`src/rtl/br_rd_sched_if.sv`:
```
`default_nettype none
// ============================================================================
// Module  : br_rd_sched_if
// Purpose : Pre-FIFO / scheduler signal bundle for br_rd_sched.
// Rev     : 1.0  initial release
// ============================================================================
interface br_rd_sched_if #(
    parameter int USEDW_W = 11
);
    logic               init_done;
    logic               fmac_rxd_en;
    logic               x_we;
    logic               wr_eof;
    logic               wr_full;
    logic               rd_empty;
    logic [USEDW_W-1:0] rdusedw;
    logic               rd_eof;
    logic               core_ready;
    logic               clr;
    logic               br_rd_en;
    logic [USEDW_W-1:0] frm_pend;
    logic [31:0]        rd_frame_cnt;
    logic               ovf_err;
    logic               udf_err;
    logic               flush_act;
    logic [1:0]         sched_st;

    modport master (
        output init_done, fmac_rxd_en, x_we, wr_eof, wr_full, rd_empty,
               rdusedw, rd_eof, core_ready, clr,
        input  br_rd_en, frm_pend, rd_frame_cnt, ovf_err, udf_err,
               flush_act, sched_st
    );

    modport slave (
        input  init_done, fmac_rxd_en, x_we, wr_eof, wr_full, rd_empty,
               rdusedw, rd_eof, core_ready, clr,
        output br_rd_en, frm_pend, rd_frame_cnt, ovf_err, udf_err,
               flush_act, sched_st
    );
endinterface
`default_nettype wire

```
`src/rtl/br_rd_sched.sv`:
```
`default_nettype none
// ============================================================================
// Module  : br_rd_sched
// Purpose : Frame-aware read scheduler draining a pre-FIFO into the reorder core.
// Rev     : 1.0  initial release
// ============================================================================
module br_rd_sched #(
    parameter int USEDW_W = 11,
    parameter int HI_WM   = 1000,
    parameter int TIMEOUT = 255
) (
    input  wire logic        x_clk,
    input  wire logic        reset_,
    br_rd_sched_if.slave     bus
);

    typedef enum logic [1:0] {
        ST_OFF   = 2'd0,
        ST_IDLE  = 2'd1,
        ST_READ  = 2'd2,
        ST_FLUSH = 2'd3
    } state_t;

    localparam logic [7:0]         c_TIMEOUT = 8'(TIMEOUT);
    localparam logic [USEDW_W-1:0] c_HI_WM   = USEDW_W'(HI_WM);

    state_t             r_state;
    logic [USEDW_W-1:0] r_frm_pend;
    logic [31:0]        r_rd_frame_cnt;
    logic               r_ovf_err;
    logic               r_udf_err;
    logic [7:0]         r_timer;

    logic w_enable;
    logic w_rd_en;
    logic w_inc;
    logic w_dec;
    logic w_pend_zero;

    assign w_enable    = bus.init_done & bus.fmac_rxd_en;
    assign w_rd_en     = ((r_state == ST_READ) || (r_state == ST_FLUSH)) &
                         ~bus.rd_empty & bus.core_ready;
    assign w_inc       = bus.x_we & bus.wr_eof & ~bus.wr_full;
    assign w_dec       = w_rd_en & bus.rd_eof;
    assign w_pend_zero = (r_frm_pend == '0);

    always_ff @(posedge x_clk) begin
        if (!reset_) begin
            r_state        <= ST_OFF;
            r_frm_pend     <= '0;
            r_rd_frame_cnt <= '0;
            r_ovf_err      <= 1'b0;
            r_udf_err      <= 1'b0;
            r_timer        <= '0;
        end else begin
            if (!w_enable) begin
                r_state <= ST_OFF;
            end else begin
                case (r_state)
                    ST_OFF:   r_state <= ST_IDLE;
                    ST_IDLE: begin
                        // A complete frame always wins over the partial-frame timeout.
                        if (!w_pend_zero || (bus.rdusedw >= c_HI_WM))
                            r_state <= ST_READ;
                        else if (!bus.rd_empty && (r_timer == c_TIMEOUT))
                            r_state <= ST_FLUSH;
                    end
                    ST_READ: begin
                        if (w_dec)
                            r_state <= ST_IDLE;
                    end
                    ST_FLUSH: begin
                        if (bus.rd_empty || w_dec)
                            r_state <= ST_IDLE;
                    end
                    default:  r_state <= ST_OFF;
                endcase
            end

            if ((r_state == ST_IDLE) && !bus.rd_empty && w_pend_zero) begin
                if (r_timer != c_TIMEOUT)
                    r_timer <= r_timer + 8'd1;
            end else begin
                r_timer <= '0;
            end

            // Coincident increment and decrement cancel, so neither saturation rule applies.
            if (w_inc && !w_dec) begin
                if (r_frm_pend != '1)
                    r_frm_pend <= r_frm_pend + 1'b1;
            end else if (w_dec && !w_inc) begin
                if (!w_pend_zero)
                    r_frm_pend <= r_frm_pend - 1'b1;
            end

            if (bus.clr)
                r_udf_err <= 1'b0;
            else if (w_dec && !w_inc && w_pend_zero)
                r_udf_err <= 1'b1;

            if (bus.clr)
                r_ovf_err <= 1'b0;
            else if (bus.x_we && bus.wr_full)
                r_ovf_err <= 1'b1;

            if (bus.clr)
                r_rd_frame_cnt <= '0;
            else if (w_dec)
                r_rd_frame_cnt <= r_rd_frame_cnt + 32'd1;
        end
    end

    assign bus.br_rd_en     = w_rd_en;
    assign bus.frm_pend     = r_frm_pend;
    assign bus.rd_frame_cnt = r_rd_frame_cnt;
    assign bus.ovf_err      = r_ovf_err;
    assign bus.udf_err      = r_udf_err;
    assign bus.flush_act    = (r_state == ST_FLUSH);
    assign bus.sched_st     = r_state;

endmodule
`default_nettype wire

```
`src/flat_wrapper.sv`:
```
// flat-port wrapper written by rule: the top's interface ports become plain ports
module br_rd_sched_flat 
#(
    parameter int USEDW_W = 11,
    parameter int HI_WM   = 1000,
    parameter int TIMEOUT = 255
)
  (x_clk, reset_, bus_init_done, bus_fmac_rxd_en, bus_x_we, bus_wr_eof, bus_wr_full, bus_rd_empty, bus_rdusedw, bus_rd_eof, bus_core_ready, bus_clr, bus_br_rd_en, bus_frm_pend, bus_rd_frame_cnt, bus_ovf_err, bus_udf_err, bus_flush_act, bus_sched_st);
  br_rd_sched_if #(.USEDW_W(USEDW_W)) bus_i ();
  input  wire logic x_clk;
  input  wire logic reset_;
  input wire logic [$bits(bus_i.init_done)-1:0] bus_init_done;
  input wire logic [$bits(bus_i.fmac_rxd_en)-1:0] bus_fmac_rxd_en;
  input wire logic [$bits(bus_i.x_we)-1:0] bus_x_we;
  input wire logic [$bits(bus_i.wr_eof)-1:0] bus_wr_eof;
  input wire logic [$bits(bus_i.wr_full)-1:0] bus_wr_full;
  input wire logic [$bits(bus_i.rd_empty)-1:0] bus_rd_empty;
  input wire logic [$bits(bus_i.rdusedw)-1:0] bus_rdusedw;
  input wire logic [$bits(bus_i.rd_eof)-1:0] bus_rd_eof;
  input wire logic [$bits(bus_i.core_ready)-1:0] bus_core_ready;
  input wire logic [$bits(bus_i.clr)-1:0] bus_clr;
  output wire logic [$bits(bus_i.br_rd_en)-1:0] bus_br_rd_en;
  output wire logic [$bits(bus_i.frm_pend)-1:0] bus_frm_pend;
  output wire logic [$bits(bus_i.rd_frame_cnt)-1:0] bus_rd_frame_cnt;
  output wire logic [$bits(bus_i.ovf_err)-1:0] bus_ovf_err;
  output wire logic [$bits(bus_i.udf_err)-1:0] bus_udf_err;
  output wire logic [$bits(bus_i.flush_act)-1:0] bus_flush_act;
  output wire logic [$bits(bus_i.sched_st)-1:0] bus_sched_st;
  assign bus_i.init_done = bus_init_done;
  assign bus_i.fmac_rxd_en = bus_fmac_rxd_en;
  assign bus_i.x_we = bus_x_we;
  assign bus_i.wr_eof = bus_wr_eof;
  assign bus_i.wr_full = bus_wr_full;
  assign bus_i.rd_empty = bus_rd_empty;
  assign bus_i.rdusedw = bus_rdusedw;
  assign bus_i.rd_eof = bus_rd_eof;
  assign bus_i.core_ready = bus_core_ready;
  assign bus_i.clr = bus_clr;
  assign bus_br_rd_en = bus_i.br_rd_en;
  assign bus_frm_pend = bus_i.frm_pend;
  assign bus_rd_frame_cnt = bus_i.rd_frame_cnt;
  assign bus_ovf_err = bus_i.ovf_err;
  assign bus_udf_err = bus_i.udf_err;
  assign bus_flush_act = bus_i.flush_act;
  assign bus_sched_st = bus_i.sched_st;
  br_rd_sched #(.USEDW_W(USEDW_W), .HI_WM(HI_WM), .TIMEOUT(TIMEOUT)) u_core (.x_clk(x_clk), .reset_(reset_), .bus(bus_i));
endmodule
```
`config.mk`:
```
export PLATFORM = sky130hd
export DESIGN_NAME = br_rd_sched_flat
export DESIGN_NICKNAME = d
export VERILOG_FILES = /design/src/rtl/br_rd_sched_if.sv /design/src/rtl/br_rd_sched.sv /design/src/flat_wrapper.sv
export SDC_FILE = /design/constraint.sdc
export NUM_CORES = 1
export LEC_CHECK = 0
export CORE_MARGIN = 2
export CORE_UTILIZATION = 40
export DETAILED_ROUTE_END_ITERATION = 6
export PLACE_DENSITY_LB_ADDON = 0.15
export SKIP_CTS_REPAIR_TIMING = 1
export SYNTH_ARGS = -nofsm -noshare
export SYNTH_HDL_FRONTEND = slang
export SYNTH_SLANG_ARGS = --single-unit
```
`constraint.sdc`:
```
create_clock -name x_clk -period 8.14 [get_ports x_clk]
set_clock_uncertainty 0.15 [all_clocks]
set_input_delay 1.628 -clock x_clk [delete_from_list [all_inputs] [get_ports x_clk]]
set_output_delay 1.628 -clock x_clk [all_outputs]
set_load 0.02 [all_outputs]
```
=== Yosys cells after proc, flatten, opt, wreduce, memory -nomap -nowiden ===
Index checks and enable logic that the tools add are counted.

* Flip-flop bits (word level): 55
* Bits in latches: 0
* Memory bits (writable): 0
* Bits in read-only memories: 0
* Memories: 0

* Add/sub/neg operators: 4
* Multipliers: 0
* Div/mod/pow operators: 0
* Order comparisons: 1
* Equality and inequality tests: 11
* Shift-type cells: 0
* Mux-type cells: 9
* Bitwise logic cells: 9
* Reductions and logical operators: 22

{| class="wikitable"
|+ Operators with widths
! kind !! number
|-
| 11-bit 2-to-1 mux || 4
|-
| 32-bit by 1-bit adder with 32-bit output (second input constant) || 1
|-
| 11-bit by 1-bit adder with 11-bit output (second input constant) || 1
|-
| 11-bit by 10-bit greater-or-equal comparator with 1-bit output (second input constant) || 1
|-
| 11-bit zero test || 1
|-
| 11-bit != test (second input constant) || 1
|-
| 11-bit by 1-bit subtractor with 11-bit output (second input constant) || 1
|-
| 8-bit by 1-bit adder with 8-bit output (second input constant) || 1
|-
| 8-bit equality test (second input constant) || 1
|-
| 2-bit 2-to-1 mux || 4
|-
| 8-bit != test (second input constant) || 1
|-
| 2-bit case mux with 4 select lines || 1
|-
| 1-bit logical AND || 7
|-
| 1-bit AND || 6
|-
| 3-bit AND reduction || 2
|-
| 2-bit equality test (second input constant) || 2
|-
| 1-bit zero test || 4
|-
| 2-bit by 1-bit != test with 1-bit output (second input constant) || 2
|-
| 2-bit != test (second input constant) || 2
|-
| 2-bit AND reduction || 2
|-
| 1-bit logical OR || 3
|-
| 3-bit by 1-bit != test with 1-bit output (second input constant) || 1
|-
| 1-bit inverter || 3
|-
| 2-bit by 1-bit equality test with 1-bit output (second input constant) || 1
|-
| 3 further kinds || 3
|}

=== Logic depth before layout (Yosys ltp) ===
* Word-level depth: 9
* Mapped depth: 11
* Depth with buffers taken out: 11

=== Worst setup path before layout ===
OpenSTA, ideal clock, no wires.

* Kind: input port to flip-flop
* Start: input port bus_x_we
* End: register u_core.r_frm_pend[8] (netlist: u_core.bus.frm_pend[8])
* Setup time: 91 ps
* Data arrival time: 3,893 ps
* Data required time: 7,899 ps
* Path slack: 4,007 ps
* Stages: 11
* Path buffers: 0
* Cell sequence: nand2_1 -> or2_2 -> inv_1 -> ha_1 -> inv_1 -> fa_1 -> a211oi_1 -> o21bai_1 -> a2111oi_0 -> o21ai_0 -> a311oi_1

* Cells in the longest elaborated chain, start to end: 6
* Elaborated cells on any way between the ends: 10
* Those cells by class: 2 x eq/ne; 1 x mux; 2 x bitwise; 5 x reduce/logical

{| class="wikitable"
|+ RTL lines
! element !! RTL line !! RTL
|-
| start, declared || flat_wrapper.sv:14 || <nowiki>input wire logic [$bits(bus_i.x_we)-1:0] bus_x_we;</nowiki>
|-
| 1-bit AND (*) (2 in a row) || br_rd_sched.sv:43 || <nowiki>assign w_inc = bus.x_we & bus.wr_eof & ~bus.wr_full;</nowiki>
|-
| 1-bit zero test || br_rd_sched.sv:91 || <nowiki>end else if (w_dec && !w_inc) begin</nowiki>
|-
| 1-bit logical AND || br_rd_sched.sv:91 ||
|-
| 2-bit nonzero test (no line) || - ||
|-
| 3-bit AND reduction (no line) || - ||
|-
| end signal, assigned || br_rd_sched.sv:90 || <nowiki>r_frm_pend <= r_frm_pend + 1'b1;</nowiki>
|-
| end signal, assigned || br_rd_sched.sv:93 || <nowiki>r_frm_pend <= r_frm_pend - 1'b1;</nowiki>
|-
| end, declared || br_rd_sched.sv:28 || <nowiki>logic [USEDW_W-1:0] r_frm_pend;</nowiki>
|}

Mark *: on every way between the ends. The rest lies on a longest branch, timed or not.
A chain may end at the register's enable or synchronous reset.

=== Final worst setup path ===
* Start: input port bus_rd_empty
* End: register u_core.r_frm_pend[8] (netlist: u_core.bus.frm_pend[8])

* Cells in the longest elaborated chain, start to end: 8
* Elaborated cells on any way between the ends: 12
* Those cells by class: 2 x eq/ne; 1 x mux; 4 x bitwise; 5 x reduce/logical

{| class="wikitable"
|+ RTL lines
! element !! RTL line !! RTL
|-
| start, declared || flat_wrapper.sv:17 || <nowiki>input wire logic [$bits(bus_i.rd_empty)-1:0] bus_rd_empty;</nowiki>
|-
| 1-bit inverter (*) || br_rd_sched.sv:42 || <nowiki>~bus.rd_empty & bus.core_ready;</nowiki>
|-
| 1-bit AND (*) || br_rd_sched.sv:41 || <nowiki>assign w_rd_en = ((r_state == ST_READ) || (r_state == ST_FLUSH)) &</nowiki>
|-
| 1-bit AND (*) || br_rd_sched.sv:42 ||
|-
| 1-bit AND (*) || br_rd_sched.sv:44 || <nowiki>assign w_dec = w_rd_en & bus.rd_eof;</nowiki>
|-
| 1-bit zero test || br_rd_sched.sv:88 || <nowiki>if (w_inc && !w_dec) begin</nowiki>
|-
| 1-bit logical AND || br_rd_sched.sv:88 ||
|-
| 2-bit != test (no line) or 2-bit nonzero test (tied branches) || - ||
|-
| 3-bit AND reduction (no line) || - ||
|}

Marked as above.

==> reports/results.ini <==
[timing]
post-route-period-util_pct=59.1
finalSetupViolCount=0
min_period_ns=4.81
slew_headroom_pct=59.8
grt_setup_unrepaired=false
fmax_mhz=208
hold_viol=0
maxSlewViolCount=0
setup_tns_ns=0
worst_pin_slew_ns=0.589

[clocking]
ctsHtreeMaxLevel=2
cts.sinks=55
cts_tree=yes
clock_latency_ns=0.31
path_clk_slew_ns=0.10
root_buffer=clkbuf_8
clk_path_buf_depth=2
cts_made_buffers=5

[global_routing]
grt_pass1_wl_um=11400
grtUsageTotal_pct=16.2
grt_max_degree=35
antenna_found_initial=0
grt-ovfl-total=0
grt_pass1_vias=2517

[pwr]
power_leakage_nw=1.33
worst_ir_drop_vdd_mv=0.0957
finalPower_w=0.000558
p_per_area_nw_per_um2=145

[routing]
detail_route.wl_per_cell_um=13.0
ant_nets=0
drt_iter0_markers=83
first_pass_iters=4
dr_total_vias=2739
routed_wl_um=6710
viasPerCell=5.30
drc=0

[worst_hold_path]
hold_path_class=flip-flop to flip-flop

[place]
hpwl_um=4960
place.gp.congestion=0.845
portBuffers=67

[layout]
final_cell_mix=clkdlybuf4s50_1 (67), dfxtp_1 (55), nor2_1 (53), nand2_1 (22), xnor2_1 (22)
area_delta_synth_final_pct=27.6
fillers=706
fin_nets=453
drive_gt1_share_pct=6.70
layout_commonest_cell=clkdlybuf4s50_1
diodes=0

[yosys]
synthCells=353
synthesis.area_um2=3020
yosys_warnings=0
synth.avg_cell_area_um2=8.56
ys_types=51
ys_ff_latch=55
syn_nets=389
seq_area_frac_synth_pct=36.4

[critical_path]
critPathBufInv=2
required_ns=8.22
crit_type=input port to flip-flop
cp_max_fo=13
crit_top_cell=ha_1
critPathTopFamily=compound AO/OA/AOI/OAI gates
cp.arrival_ns=4.89
slowest_delay_ns=0.60
setup.worst_path.start_class=input port
cp_slowest_cell=a2111oi_0
crit_chain=clkdlybuf4s50_1, nand4b_4, ha_1, inv_1, ha_1, a211oi_1, o21bai_1, a2111oi_0, o21ai_0, a311oi_1
critPathCaptureType=flip-flop

[floorplanning]
io_pins=71
die_w_um=90.9
fp-row-count=31
coreArea_um2=7290
die_h_um=90.9
start_util_pct=41.5
fp.dieArea_um2=8270

[outcome]
status=finished, final reports clean

[run]
cap_violations=0

final timing paths:
check                         start                     end  slack [ns]  cells after the start
max                    bus_rd_empty  u_core.bus.frm_pend[8]        3.33                     10
min              u_core.bus.udf_err      u_core.bus.udf_err        0.34                      2
max reg2reg  u_core.bus.sched_st[1]  u_core.bus.frm_pend[8]        4.76                      9
min reg2reg      u_core.bus.udf_err      u_core.bus.udf_err        0.34                      2
sequential cells by signal (all words and copies together), names as in the netlist:
register and flops:
u_core.bus.rd_frame_cnt 32, u_core.bus.frm_pend 11, u_core.r_timer 8, u_core.bus.sched_st 2, u_core.bus.ovf_err 1, u_core.bus.udf_err 1
where the power goes:
part	internal (W)	switching, W
registers	0.000275	0.00000926
logic	0.0000556	0.0000631
clock network	0.0000619	0.0000938
layer usage:
metal	vias to the layer above	track usage [%]	wire, um
li1	1396	-	-
met1	1276	21.1	3160
met2	63	27.2	3120
met3	4	4.32	386
met4	0	3.28	43
met5	-	0	0
cell usage after synthesis, drive strengths merged:
library cell	number	area, um^2
a2111oi	3	26.3
a211o	1	8.76
a211oi	4	35.0
a21o	4	30.0
a21oi	18	90.1
a2bb2oi	1	8.76
a311oi	2	17.5
a41oi	1	16.3
and2	4	28.8
and2b	1	8.76
and3	7	45.1
and4	7	61.3
buf	5	37.5
clkbuf	6	22.5
dfxtp	55	1100
fa	1	20.0
ha	13	163
inv	11	41.3
mux2i	6	60.1
nand2	22	82.6
nand2b	2	12.5
nand3	14	75.1
nand3b	1	7.51
nand4	14	118
nand4b	2	32.5
nor2	53	199
nor2b	1	13.8
nor3	17	96.4
nor4	10	68.8
o21a	1	7.51
o21ai	16	80.1
o21bai	2	15.0
o22ai	2	12.5
o31ai	1	7.51
o41ai	2	17.5
or2	3	18.8
or3	6	38.8
or3b	1	8.76
xnor2	22	193
xor2	11	96.3
through the flow:
stage	setup slack (ns)	cell area (um^2)	utilization, %	hold WS, ns	std cells
2_1_floorplan	4.01	3020	-	0.330	353
3_3_place_gp	3.15	3760	51.6	0.300	509
3_5_place_dp	3.05	3760	51.6	0.314	509
4_1_cts	3.37	3860	52.9	0.336	517
5_1_grt	3.12	3860	52.9	0.362	517
6_report	3.33	3860	52.9	0.340	517
cells by family after synthesis:
group                      after synthesis  synth area share, %
and+or+nand+nor                        165                 30.3
AOI/OAI and AO/OA                       58                 12.3
DFF                                     55                 36.4
xor gates and xnor gates                33                 9.56
buffers and inverters                   22                 3.35
adders and majority gates               14                 6.04
muxes                                    6                 1.99
tightest hold or removal path, cell delays in order (launching register included):
cell     delay (ns)
dfxtp_1        0.34
a21oi_1        0.04
nor2_1         0.08
cell type report:
type,instances,area [um^2],share of cell area (%)
Tap cell,99,124,3.21
Inverter,11,41.3,1.07
Clock inverter,3,22.5,0.584
Clock buffer,5,68.8,1.78
Sequential cell,55,1100,28.6
Timing Repair Buffer,68,678,17.6
Multi-Input combinational cell,276,1820,47.2
Power figures use the tool's default switching activity.
